### src/rtl/rf_write_arbiter.sv
// Round-robin arbiter sharing the register-file write port among NREQ writeback sources.
// Latency 1 cycle from handshake to rf_we; hold or reset blocks acceptance, and hazard checks are combinational.
module rf_write_arbiter #(
   parameter int NREQ = 3,
   parameter int AW   = 5,
   parameter int DW   = 32
) (
   input  logic                 clk,
   input  logic                 rst,
   input  logic [NREQ-1:0]      req_valid,
   output logic [NREQ-1:0]      req_ready,
   input  logic [NREQ*AW-1:0]   req_addr,
   input  logic [NREQ*DW-1:0]   req_data,
   input  logic                 hold,
   output logic                 rf_we,
   output logic [AW-1:0]        rf_waddr,
   output logic [DW-1:0]        rf_wdata,
   output logic [1:0]           grant_id,
   input  logic [AW-1:0]        chk_addr1,
   input  logic [AW-1:0]        chk_addr2,
   output logic                 chk_busy1,
   output logic                 chk_busy2
);

   logic [1:0]    ptr_q, ptr_d, gid_q, gid_d, win;
   logic          rf_we_q, rf_we_d, found, hs;
   logic [AW-1:0] waddr_q, waddr_d, sel_addr;
   logic [DW-1:0] wdata_q, wdata_d, sel_data;
   logic [2:0]    idx, nxt;
   logic [7:0]    vld_pad;

   // Padded so a 3-bit rotated index always selects in range.
   assign vld_pad = 8'(req_valid);

   always_comb begin
      found = 1'b0;
      win   = '0;
      idx   = '0;
      for (int k = 0; k < NREQ; k++) begin
         idx = {1'b0, ptr_q} + 3'(k);
         if (idx >= 3'(NREQ)) idx = idx - 3'(NREQ);
         if (!found && vld_pad[idx]) begin
            found = 1'b1;
            win   = idx[1:0];
         end
      end
   end

   always_comb begin
      req_ready = '0;
      sel_addr  = '0;
      sel_data  = '0;
      hs        = found & ~hold & ~rst;
      for (int i = 0; i < NREQ; i++) begin
         if (win == 2'(i)) begin
            sel_addr     = req_addr[i*AW +: AW];
            sel_data     = req_data[i*DW +: DW];
            req_ready[i] = hs;
         end
      end
      nxt = {1'b0, win} + 3'd1;
      if (nxt >= 3'(NREQ)) nxt = '0;
      ptr_d   = hs ? nxt[1:0] : ptr_q;
      gid_d   = hs ? win : gid_q;
      waddr_d = hs ? sel_addr : waddr_q;
      wdata_d = hs ? sel_data : wdata_q;
      // r0 writes complete the handshake but never reach the register file.
      rf_we_d = hs && (sel_addr != '0);
   end

   always_ff @(posedge clk or posedge rst) begin
      if (rst) begin
         ptr_q   <= '0;
         gid_q   <= '0;
         rf_we_q <= 1'b0;
         waddr_q <= '0;
         wdata_q <= '0;
      end else begin
         ptr_q   <= ptr_d;
         gid_q   <= gid_d;
         rf_we_q <= rf_we_d;
         waddr_q <= waddr_d;
         wdata_q <= wdata_d;
      end
   end

   always_comb begin
      chk_busy1 = rf_we_q && (waddr_q == chk_addr1);
      chk_busy2 = rf_we_q && (waddr_q == chk_addr2);
      for (int i = 0; i < NREQ; i++) begin
         if (req_valid[i] && req_addr[i*AW +: AW] == chk_addr1) chk_busy1 = 1'b1;
         if (req_valid[i] && req_addr[i*AW +: AW] == chk_addr2) chk_busy2 = 1'b1;
      end
      if (chk_addr1 == '0) chk_busy1 = 1'b0;
      if (chk_addr2 == '0) chk_busy2 = 1'b0;
   end

   assign rf_we    = rf_we_q;
   assign rf_waddr = waddr_q;
   assign rf_wdata = wdata_q;
   assign grant_id = gid_q;

endmodule

### config.mk
export PLATFORM = sky130hd
export DESIGN_NAME = rf_write_arbiter
export DESIGN_NICKNAME = d
export VERILOG_FILES = /design/src/rtl/rf_write_arbiter.sv
export SDC_FILE = /design/constraint.sdc
export NUM_CORES = 1
export LEC_CHECK = 0
export ABC_AREA = 0
export BUFFER_PORTS_ARGS = -buffer_cell sky130_fd_sc_hd__buf_2
export CAP_MARGIN = 30
export CORE_MARGIN = 4
export CORE_UTILIZATION = 26
export DETAILED_ROUTE_END_ITERATION = 8
export MAX_ROUTING_LAYER = met4
export PLACE_DENSITY = 0.58
export SYNTH_ARGS = -nofsm -noshare
export SYNTH_HDL_FRONTEND = slang
export SYNTH_SLANG_ARGS = --single-unit
### constraint.sdc
create_clock -name clk -period 2.4 [get_ports clk]
set_input_delay 0 -clock clk [delete_from_list [all_inputs] [get_ports clk]]
set_output_delay 0 -clock clk [all_outputs]
set_load 0.02 [all_outputs]
Yosys cells after proc, flatten, opt, wreduce, memory -nomap -nowiden. Cells that the tools add are included.

Bitwise logic cells: 4. Reductions and logical operators: 17. Muxes and demuxes: 33. Add/subtract/negate cells: 6. Magnitude comparators: 7. Eq/ne operators: 10.

Operator list (number): two-way mux 32 bit (3); == test 5 bit (8); two-way mux 1 bit (17); two-way mux 5 bit (3); less-than comparator 3 x 4 -> 1 bit, second input constant (3); logical AND 1 bit (11); logical NOT 5 bit (2); binary-select mux 1 bit (select 3 bit) (3); >= comparator 3 x 2 -> 1 bit, second input constant (3); two-way mux 3 bit (3); two-way mux 2 bit (4); adder 2 x 1 -> 3 bit, second input constant (2); subtractor 3 x 2 -> 3 bit, second input constant (2); nonzero test 5 bit (1); adder 2 x 2 -> 3 bit, second input constant (1); subtractor 2 x 2 -> 3 bit, second input constant (1); bitwise AND 1 bit (2); == test 2 x 1 -> 1 bit, second input constant (1); == test 2 bit, second input constant (1); >= comparator 2 bit, second input constant (1); logical NOT 1 bit (2); logical NOT 2 bit (1); NOT 1 bit (2).

Output and inout bits: 45. Input bits: 127. Word-level logic and storage cells: 82. Bits in registers: 42.

Longest topological paths before layout.
Depth in word-level cells: 17. Mapped depth: 11. Gate-level depth less buffers: 9.

Worst setup path after synthesis. No wires, ideal clock.

Path kind: reg-to-reg. From: register ptr_q[0]. To: register waddr_q[0], in the netlist rf_waddr[0]. Arrival time: 2.283 ns. Slack: -0.015 ns. Data required time: 2.268 ns. Buffers on the path: 2. Stages on the path, launching flop included: 12. Library setup time: 0.132 ns. Clock period less this slack: 2.415 ns. Cells stage by stage: dfrtp_1 > inv_1 > ha_1 > ha_1 > or3b_1 > o31ai_1 > o211ai_1 > and2_1 > buf_6 > buf_6 > a311oi_2 > o21ai_1.

Cells in the longest elaborated chain, start to end: 15. Elaborated cells between the ends (all ways): 35. Those cells by class: 5 x add/sub; 3 x order compare; 2 x eq/ne; 18 x mux; 2 x bitwise; 5 x reduce/logical.

RTL lines: start: declaration (RTL line 25) `logic [1:0] ptr_q, ptr_d, gid_q, gid_d, win;`; start signal: assignment (RTL line 79) `ptr_q <= ptr_d;`; parallel branches: the longest is 15 deep, another holds adder 2 x 1 -> 3 bit; end signal: assignment (RTL line 82) `waddr_q <= waddr_d;`; end: declaration (RTL line 27) `logic [AW-1:0] waddr_q, waddr_d, sel_addr;`.

Parallel ways; which one is timed is not known. The select of a mux whose other input is x is not followed. A chain may end at the register's enable or synchronous reset.

Final worst setup path.
From: register ptr_q[1]. To: register wdata_q[19], in the netlist rf_wdata[19].

Cells in the longest elaborated chain, start to end: 15. Elaborated cells between the ends (all ways): 35. Those cells by class: 5 x add/sub; 3 x order compare; 2 x eq/ne; 18 x mux; 2 x bitwise; 5 x reduce/logical.

RTL lines: parallel branches: the longest is 15 deep, another holds adder 2 x 1 -> 3 bit; end signal: assignment (RTL line 83) `wdata_q <= wdata_d;`; end: declaration (RTL line 28) `logic [DW-1:0] wdata_q, wdata_d, sel_data;`.

Parallel ways; which one is timed is not known. The select of a mux whose other input is x is not followed.

==> summary.txt <==
Status
  – Status: finished with violations
  – Failing checks: hold timing, setup timing

Clock tree
  – Htree depth: 2
  – CTS clk-pin slew, worst paths: 0.07 ns
  – CTS tree: yes
  – CTS buffer count: 5
  – CTS sink cnt: 42
  – Root Buffer: clkbuf_16
  – Clk_lat worst skew: 0.29 ns
  – Clock Path Buffers: 2

GRT
  – Pin count of the biggest net entering global routing: 43
  – Vias in the first global route: 4071
  – First-pass GRT wire length: 20600 um
  – Total GRT Usage: 0.182
  – GRT overflow: 0
  – Initial antenna violation count: 0

Layout
  – Area taken by multi-input logic gates: 2410 um2
  – FF+latch area: 1050 um2
  – Fill cells: 1183
  – Finished Core Util: 0.450
  – Finished Layout Cells: 778
  – # diodes: 0
  – Final nets: 738
  – Layout cells sized above 1: 0.531
  – Synth-to-layout area growth: 70.1%

Floorplanning
  – Die area: 14700 um2
  – Core Box Area: 12600 um2
  – Cell Rows: 41
  – I/O pins: 172
  – Die width: 121 um
  – Die Y: 121 um
  – Starting Density: 0.265

Worst setup path
  – Crit path required time: 2.57 ns
  – WP data arrival: 2.71 ns
  – Crit path capture type: flop
  – Crit Path Class: flop to flop
  – Critical path startpoint category: flop
  – Crit path max fanout: 8

Route
  – Starting DRT DRC Count: 148
  – Detail Route Antenna Nets: 0
  – Post-route DRC: 0
  – Drt wl/cell: 17.9 um
  – Post-DR vias/cell: 4.99
  – Vias: 3884
  – Final WL: 14000 um
  – Pre-antenna DRT Iters: 4

STA
  – Tightest Pin Transition: 0.438 ns
  – Peak Freq: 394 MHz
  – Final Hold Vio Count: 1
  – RSZ-0062 raised after global routing: yes
  – Post-layout minimum cycle time: 2.54 ns
  – Final Cycle Share: 1.06
  – Hold Slack: -0.00176 ns
  – Final Setup Violations: 43
  – Rel. slew slack: 0.707
  – Final WS setup: -0.141 ns
  – Setup_tns: -2.92 ns
  – Fin Clk Skew: 0.00840 ns
  – Final Slew Violations: 0

Power
  – Leakage power: 2.61 nW
  – Overall power: 0.00770 W
  – Max VDD drop: 0.445 mV
  – Pwr per Cell Area: 1360 nW/um2

Synthesis
  – Share of Yosys cell area claimed by the top area cell type: 0.316
  – Synthesized flop and latch total: 42
  – Mapped Cells: 395
  – Asr flop ratio synth: 1.00
  – Synth top area cells: dfrtp_1 32%, xor2_1 8.4%, o21ai_1 6.0%
  – Synth top cells by count: 42 x dfrtp_1, 40 x o21ai_1, 39 x nand2_1, 37 x o21ai_0, 32 x xor2_1
  – Area leader, netlist: dfrtp_1
  – Synth Warn #: 0
  – Dominant synthesized flop cell: dfrtp_1
  – Post-synth EDFFs: 0
  – Sequential area share after synthesis: 0.316
  – Syn_nets: 528
  – Most frequent cell after synthesis: dfrtp_1
  – Mapped Area: 3330 um2
  – Mean Syn Cell Area: 8.42 um2
  – Netlist cell types: 54

Placed design
  – Routability cong.: 0.866
  – Placed cell count: 732
  – DP HPWL: 9450 um
  – Port-buffer cells: 171

Worst hold path
  – Hold WC Path Type: input port to flop

Job
  – Maximum Capacitance Violations: 0
## registers in the layout, indices dropped and copies added, names as in the netlist
| register | count |
|---|---|
| rf_waddr | 5 |
| grant_id | 2 |
| ptr_q | 2 |
| rf_wdata | 32 |
| rf_we | 1 |
## placed cells by master, fill, tap and decap left out, types with 4 or more instances in the layout
| cell | n |
|---|---|
| nor2_1 | 5 |
| nand2_1 | 32 |
| nand3_1 | 26 |
| and3_1 | 13 |
| a211oi_2 | 18 |
| nor2_2 | 4 |
| xnor2_1 | 8 |
| nor2_4 | 4 |
| ha_4 | 5 |
| clkbuf_16 | 10 |
| xor2_1 | 32 |
| buf_2 | 168 |
| nor4_1 | 8 |
| buf_4 | 24 |
| buf_6 | 19 |
| o21ai_1 | 41 |
| a21o_1 | 4 |
| buf_12 | 11 |
| nand2_2 | 5 |
| dlygate4sd3_1 | 8 |
| o21ai_2 | 15 |
| dfrtp_1 | 41 |
| a31oi_1 | 4 |
| o21ai_0 | 20 |
| a21boi_0 | 18 |
## final timing paths
| check | start | endpoint | slack (ns) | cells after the start |
|---|---|---|---|---|
| setup / recovery | ptr_q[1] | rf_wdata[19] | -0.14 | 10 |
| hold / removal | req_data[23] | rf_wdata[23] | -0.002 | 3 |
| setup reg to reg | ptr_q[1] | rf_wdata[19] | -0.14 | 10 |
| hold reg to reg | rf_wdata[22] | rf_wdata[22] | 0.49 | 2 |
| max in group asynchronous | rst | ptr_q[0] | 1.58 | 4 |
| min in group asynchronous | rst | rf_wdata[30] | 0.32 | 3 |
## cell type report
cell class,instances,area share
repair buffers,241,0.316
clock inverters,2,0.00663
flip-flops and latches,42,0.186
multi-input cells,310,0.427
clock buffers,6,0.0228
well taps,172,0.0380
inverters,5,0.00376
## timing repair
| action | in CTS | in global routing |
|---|---|---|
| setup endpoints to repair | 34 | 45 |
| gates resized for setup | 59 | 75 |
| endpoints found under the hold margin | 30 | 0 |
| gates cloned | 5 | 6 |
| pin swaps | 18 | 42 |
| setup buffers | 15 | 8 |
| hold buffers | 8 | 0 |
## power breakdown
group          internal (W)  switching, W
Clock              0.000491      0.000282
Combinational       0.00261       0.00298
Sequential          0.00106      0.000277
Total               0.00416       0.00354
## logic make-up (layout without fill, tap and decap cells)
logic type | Yosys count | in the layout | synth area share
xor+xnor | 40 | 40 | 0.105
mux | 4 | 4 | 0.0124
buf+inv | 43 | 254 | 0.0700
fa+ha+maj | 6 | 6 | 0.0226
compound gates | 146 | 146 | 0.302
flops | 42 | 42 | 0.316
simple gates | 114 | 114 | 0.171
## per-stage QoR
stage                     worst slack, ns  hold slack [ns]  instance area, um2
after floorplan                    0.0487            0.161                3330
after global placement            -0.0625            0.275                4510
after detailed placement           -0.193            0.272                4510
after CTS                         -0.0640         0.000254                5200
after global routing               -0.225          0.00991                5660
final                              -0.141         -0.00176                5660
## metal layers
| layer | track usage | wire, um | up-vias |
|---|---|---|---|
| li1 | - | - | 1844 |
| met1 | 0.226 | 5900 | 1856 |
| met2 | 0.311 | 6890 | 162 |
| met3 | 0.0266 | 890 | 22 |
| met4 | 0.0460 | 273 | 0 |
| met5 | - | 0 | - |
## critical path: stages, from the launching register on
cell	delay (ns)
dfrtp_1	0.39
buf_6	0.14
ha_4	0.34
or3b_4	0.42
o31ai_4	0.10
o211ai_1	0.23
and2_4	0.25
buf_12	0.14
clkbuf_16	0.15
a211oi_2	0.21
o21ai_1	0.08
(Power assumes the default switching activity.)
